$ cat src/rtl/llander_ctrl_pkg.sv
// Shared types and constants for the lunar-lander player-control logic.
package llander_ctrl_pkg;

    typedef enum logic [1:0] {
        ANALOG = 2'd0,
        DPAD   = 2'd1,
        SLEW   = 2'd2
    } thrust_state_t;

    localparam int THRUST_MAX_DEFAULT = 254;

    localparam logic [1:0] DIFF_NONE  = 2'd0;
    localparam logic [1:0] DIFF_LAMP3 = 2'd1;
    localparam logic [1:0] DIFF_LAMP4 = 2'd2;
    localparam logic [1:0] DIFF_LAMP5 = 2'd3;

    // lamp is {lamp5, lamp4, lamp3}; the highest lit lamp decides the level.
    function automatic logic [1:0] encode_difficulty(input logic [2:0] lamp);
        if (lamp[2])      return DIFF_LAMP5;
        else if (lamp[1]) return DIFF_LAMP4;
        else if (lamp[0]) return DIFF_LAMP3;
        else              return DIFF_NONE;
    endfunction

endpackage

$ cat src/rtl/tick_gen.sv
// Free-running prescaler emitting a one-cycle strobe every DIV clocks.
module tick_gen #(
    parameter int DIV = 196850
) (
    input  logic clk_50,
    input  logic RESET_L,
    output logic tick
);

    localparam int              CNT_W = (DIV > 1) ? $clog2(DIV) : 1;
    localparam logic [CNT_W-1:0] LAST = CNT_W'(DIV - 1);

    logic [CNT_W-1:0] cnt_q;

    always_ff @(posedge clk_50 or negedge RESET_L) begin
        if (!RESET_L)
            cnt_q <= '0;
        else if (cnt_q == LAST)
            cnt_q <= '0;
        else
            cnt_q <= cnt_q + 1'b1;
    end

    assign tick = (cnt_q == LAST);

endmodule

$ cat src/rtl/thrust_sequencer.sv
// Thrust source selection (stick / D-pad ramp) with bumpless handover,
// plus the difficulty overlay hold timer and lamp-based difficulty encoder.
module thrust_sequencer
    import llander_ctrl_pkg::*;
#(
    parameter int TICK_DIV   = 196850,
    parameter int THRUST_MAX = THRUST_MAX_DEFAULT,
    parameter int SLEW_STEP  = 4,
    parameter int OSD_HOLD   = 500000000
) (
    input  logic       clk_50,
    input  logic       RESET_L,
    input  logic       dpad_mode,
    input  logic [7:0] analog_y,
    input  logic       joy_up,
    input  logic       joy_down,
    input  logic       select_l,
    input  logic [2:0] lamp,
    output logic [7:0] thrust,
    output logic       tick,
    output logic       osd_en,
    output logic [1:0] difficulty
);

    localparam logic [7:0]       T_MAX    = 8'(THRUST_MAX);
    localparam logic [7:0]       STEP     = 8'(SLEW_STEP);
    localparam int               OSD_W    = $clog2(OSD_HOLD + 1);
    localparam logic [OSD_W-1:0] OSD_LOAD = OSD_W'(OSD_HOLD);

    function automatic logic [7:0] clamp_target(input logic signed [8:0] v);
        if (v > $signed({1'b0, T_MAX})) return T_MAX;
        else                            return v[7:0];
    endfunction

    function automatic logic [7:0] slew_toward(input logic [7:0] cur, input logic [7:0] tgt);
        if (tgt > cur)      return ((tgt - cur) > STEP) ? cur + STEP : tgt;
        else if (tgt < cur) return ((cur - tgt) > STEP) ? cur - STEP : tgt;
        else                return cur;
    endfunction

    thrust_state_t     state_q, state_d;
    logic [7:0]        acc_q, acc_d;
    logic              dpad_q;
    logic              dpad_rise, dpad_fall;
    logic signed [8:0] a_raw_s;
    logic [7:0]        a_tgt;
    logic [7:0]        slew_nxt;
    logic [OSD_W-1:0]  osd_cnt_q;

    tick_gen #(.DIV(TICK_DIV)) u_tick_gen (
        .clk_50  (clk_50),
        .RESET_L (RESET_L),
        .tick    (tick)
    );

    // Stick Y is inverted: full forward (-128) is full thrust.
    assign a_raw_s   = 9'sd127 - $signed({analog_y[7], analog_y});
    assign a_tgt     = clamp_target(a_raw_s);
    assign slew_nxt  = slew_toward(acc_q, a_tgt);
    assign dpad_rise = dpad_mode & ~dpad_q;
    assign dpad_fall = ~dpad_mode & dpad_q;

    always_ff @(posedge clk_50 or negedge RESET_L) begin
        if (!RESET_L) begin
            state_q <= ANALOG;
            acc_q   <= '0;
            dpad_q  <= 1'b0;
        end else begin
            state_q <= state_d;
            acc_q   <= acc_d;
            dpad_q  <= dpad_mode;
        end
    end

    // acc doubles as the thrust register, so a mode switch keeps the value it had.
    always_comb begin
        state_d = state_q;
        acc_d   = acc_q;
        case (state_q)
            ANALOG: begin
                if (dpad_rise) state_d = DPAD;
                else           acc_d   = a_tgt;
            end
            DPAD: begin
                if (dpad_fall) begin
                    state_d = SLEW;
                end else if (tick) begin
                    if (joy_up) begin
                        if (acc_q < T_MAX) acc_d = acc_q + 8'd1;
                    end else if (joy_down && acc_q != 8'd0) begin
                        acc_d = acc_q - 8'd1;
                    end
                end
            end
            SLEW: begin
                if (dpad_rise) begin
                    state_d = DPAD;
                end else if (tick) begin
                    acc_d = slew_nxt;
                    if (slew_nxt == a_tgt) state_d = ANALOG;
                end
            end
            default: state_d = ANALOG;
        endcase
    end

    assign thrust = acc_q;

    always_ff @(posedge clk_50 or negedge RESET_L) begin
        if (!RESET_L)
            osd_cnt_q <= '0;
        else if (!select_l)
            osd_cnt_q <= OSD_LOAD;
        else if (osd_cnt_q != '0)
            osd_cnt_q <= osd_cnt_q - 1'b1;
    end

    assign osd_en = (osd_cnt_q != '0);

    always_ff @(posedge clk_50 or negedge RESET_L) begin
        if (!RESET_L) difficulty <= DIFF_NONE;
        else          difficulty <= encode_difficulty(lamp);
    end

endmodule

$ cat config.mk
export PLATFORM = sky130hd
export DESIGN_NAME = thrust_sequencer
export DESIGN_NICKNAME = d
export VERILOG_FILES = /design/src/rtl/llander_ctrl_pkg.sv /design/src/rtl/tick_gen.sv /design/src/rtl/thrust_sequencer.sv
export SDC_FILE = /design/constraint.sdc
export NUM_CORES = 1
export LEC_CHECK = 0
export ABC_AREA = 0
export CAP_MARGIN = 20
export CORE_MARGIN = 2
export CORE_UTILIZATION = 65
export CTS_CLUSTER_SIZE = 25
export DETAILED_ROUTE_END_ITERATION = 7
export GPL_TIMING_DRIVEN = 0
export PLACE_DENSITY = 0.93
export SYNTH_ARGS = -nofsm -noshare
export SYNTH_HDL_FRONTEND = slang
export SYNTH_SLANG_ARGS = --single-unit
$ cat constraint.sdc
create_clock -name clk_50 -period 8.3 [get_ports clk_50]
set_input_delay 1.66 -clock clk_50 [delete_from_list [all_inputs] [get_ports clk_50]]
set_output_delay 1.66 -clock clk_50 [all_outputs]
set_load 0.05 [all_outputs]
==> impl_metrics.ini <==
[clocking]
clockBufferDepth = 2
postCtsHoldBufs = 0
ctsResizeCount = 0
cts-root-buf = clkbuf_8
clkTransAtPathRegs_ps = 70
post-cts-setup-buffer-count = 0
cts_tree = yes
cts_sinks = 60
clock_latency_ps = 350
numCtsBuffers = 9
htreeDepth = 3

[synthesis]
netlist_area_um2 = 4918
synth.area.top_cells = dfrtp_1 (31%), xnor2_1 (6.4%), ha_1 (6.4%)
yosysTopAreaCellShare = 0.3053
synth-main-ff-cell = dfrtp_1
yosys_register_bits = 60
syn_nets = 645
ys_types = 73
syn-mean-instance-area_um2 = 8.184
yosysWarnings = 0
synth_most_common_cell = dfrtp_1
synthTopCellsByCount = dfrtp_1 (60), nor2_1 (57), nand2_1 (54), xnor2_1 (36), inv_1 (35)
async_reset_ff_frac = 1.000
yosys.area.top_type = dfrtp_1
ys_seq_area_frac = 0.3053
synth_edf_count = 0
syn-instance-count = 601

[final_layout]
diodes = 0
drive_gt1_frac = 0.06698
fin_cells = 741
fillers = 554
synthToLayoutAreaGrowth_pct = 11.68
fin_nets = 683

[critical_path]
regToRegEndpoint = state_q[0]
end_kind = register
crit_fanout = 8
cpPeakStageDelay_ps = 640
crit_path_frequent_cell = inv_1
start_kind = input pin
rr_startpoint = thrust[6]
path_cells = clkdlybuf4s50_1 > inv_1 > a41o_1 > ha_1 > inv_1 > fa_1 > a21oi_1 > nor4_1 > o32a_1 > or4_1 > nor2_2 > o221ai_1 > o22a_1 > a2111oi_4 > o21ai_0 > a211oi_1
reg2reg_depth = 13
rrSetupSlack_ps = 3710
crit_required_ps = 8570
slowest_stage = or4_1
crit_type = in -> reg
worstPathArrival_ps = 6530

[timing]
tns_ps = 0
setup_ws_ps = 2039
fmax_mhz = 159.7
finClkSkew_ps = 13.43
relSlewSlack = 0.5493
fin_hold_ws_ps = 503.8
layout_min_cycle_time_ps = 6261
slew_viol_final = 0
period_share = 0.7543
rsz0062_at_grt = no
tightestPinTransition_ps = 669.8
hold_viol = 0
finalSetupViolCount = 0

[global_routing]
antenna_found_initial = 0
grt_pass1_wl_mm = 22.63
grtUsageTotal = 0.3358
grt_overflow = 0
grt_max_degree = 41
grt_pass1_vias = 4717

[drt]
vias_per_cell = 6.599
detail-route-antenna-nets = 0
vias = 4890
wire_per_inst_um = 18.14
dr.first_iter.drc_count = 407
drt-total-wl_mm = 13.44
dr.pass1.iters = 5
drc = 0

[pwr]
totalPowerFinal_uw = 1831
vdd_drop_max_uv = 171.7
p_leak_uw = 0.002264
pwr_density_cell_nw_per_um2 = 333.4

[min_path]
min_path_cells = 1
hold_end = u_tick_gen.cnt_q[9]
hold_class = reg -> reg
min_from = u_tick_gen.cnt_q[9]

[die]
placement_rows = 31
fp.dieArea_um2 = 8278
die_h_um = 90.99
die_w_um = 90.99
core_um2 = 7292
ios = 29
start_util = 0.6745

[place]
routabilityCongestion = 0.9975
dp_hpwl_mm = 9.823
place_inst = 727
place_ws_ps = 1767
port_buffers = 26

[outcome]
status = completed

[flow_run]
drv_cap = 0
-- worst max-delay path by stage --
stage	start	end	slack, ps
after CTS	analog_y[5]	state_q[0]	2120
after global routing	analog_y[5]	state_q[0]	1690
final	analog_y[5]	state_q[0]	2040
after floorplan	analog_y[3]	state_q[0]	2790
after global placement	analog_y[5]	state_q[0]	1790
after detailed placement	analog_y[5]	state_q[0]	1770
-- layout make-up --
type / instances / area [µm²] / share of cell area
timing repair buffer: 27 / 275.3 / 0.05011
inverter: 36 / 135.1 / 0.02460
buffer: 30 / 131.4 / 0.02392
sequential: 60 / 1501 / 0.2733
clock buffer: 12 / 165.2 / 0.03007
tap: 99 / 123.9 / 0.02255
clock inverter: 2 / 10.01 / 0.001822
multi-input combinational: 475 / 3151 / 0.5736
-- sequential cells by signal (all words and copies together), names as in the netlist --
name / count
osd_cnt_q: 29
u_tick_gen.cnt_q: 18
thrust: 8
difficulty: 2
state_q: 2
dpad_q: 1
-- power by group --
| group | internal [µW] | switching [µW] |
|---|---|---|
| combinational | 450 | 748 |
| clock | 128 | 108 |
| sequential | 330 | 66.8 |
-- logic make-up (layout without fill, tap and decap cells) --
family,after synthesis,count (layout),share of synthesized area
xor+xnor,52,52,0.09260
buf+inv,66,107,0.05418
flops,60,60,0.3053
simple gates,241,241,0.2503
fa+ha+maj,27,27,0.07174
compound gates,147,147,0.2094
mux,8,8,0.01654
-- metrics by stage --
step | instance area (µm²) | utilization
2_1_floorplan | 4918 | -
3_3_place_gp | 5303 | 0.7272
3_5_place_dp | 5318 | 0.7292
4_1_cts | 5493 | 0.7533
5_1_grt | 5493 | 0.7533
6_report | 5493 | 0.7533
-- layer usage --
metal,track usage,part of all wire,vias up
met4,0.1793,0.040,0
met1,0.4192,0.39,2311
li1,-,-,2255
met3,0.05228,0.085,52
met2,0.5599,0.49,272
met5,0,0,-
-- placed cells by master (no fill, tap or decap), drive strengths merged, types with 4 or more instances in the layout --
cell | netlist | final
o21ai | 29 | 29
nor4 | 13 | 13
o21a | 4 | 4
a211oi | 10 | 10
a21oi | 32 | 32
nand2 | 54 | 54
or4 | 11 | 11
mux2i | 7 | 7
nor2 | 58 | 58
xnor2 | 36 | 36
o31ai | 6 | 6
and2 | 5 | 5
nor2b | 8 | 8
a311oi | 4 | 4
ha | 25 | 25
xor2 | 16 | 16
o211ai | 8 | 8
a21o | 8 | 8
clkbuf | 25 | 37
clkdlybuf4s50 | 0 | 25
inv | 35 | 35
nand4 | 11 | 11
or3 | 6 | 6
nor3 | 25 | 25
o22ai | 4 | 4
or2 | 6 | 6
and3 | 11 | 11
dfrtp | 60 | 60
a31oi | 7 | 7
o21bai | 4 | 4
buf | 5 | 7
nand3 | 21 | 21
-- critical path, delay by kind of cell --
family / cells / cell delay [ps]
AOI/OAI and AO/OA: 8 / 2220
buffers and inverters: 3 / 960
and+or+nand+nor: 3 / 1050
adders and majority gates: 2 / 640
(Power assumes the default switching activity.)
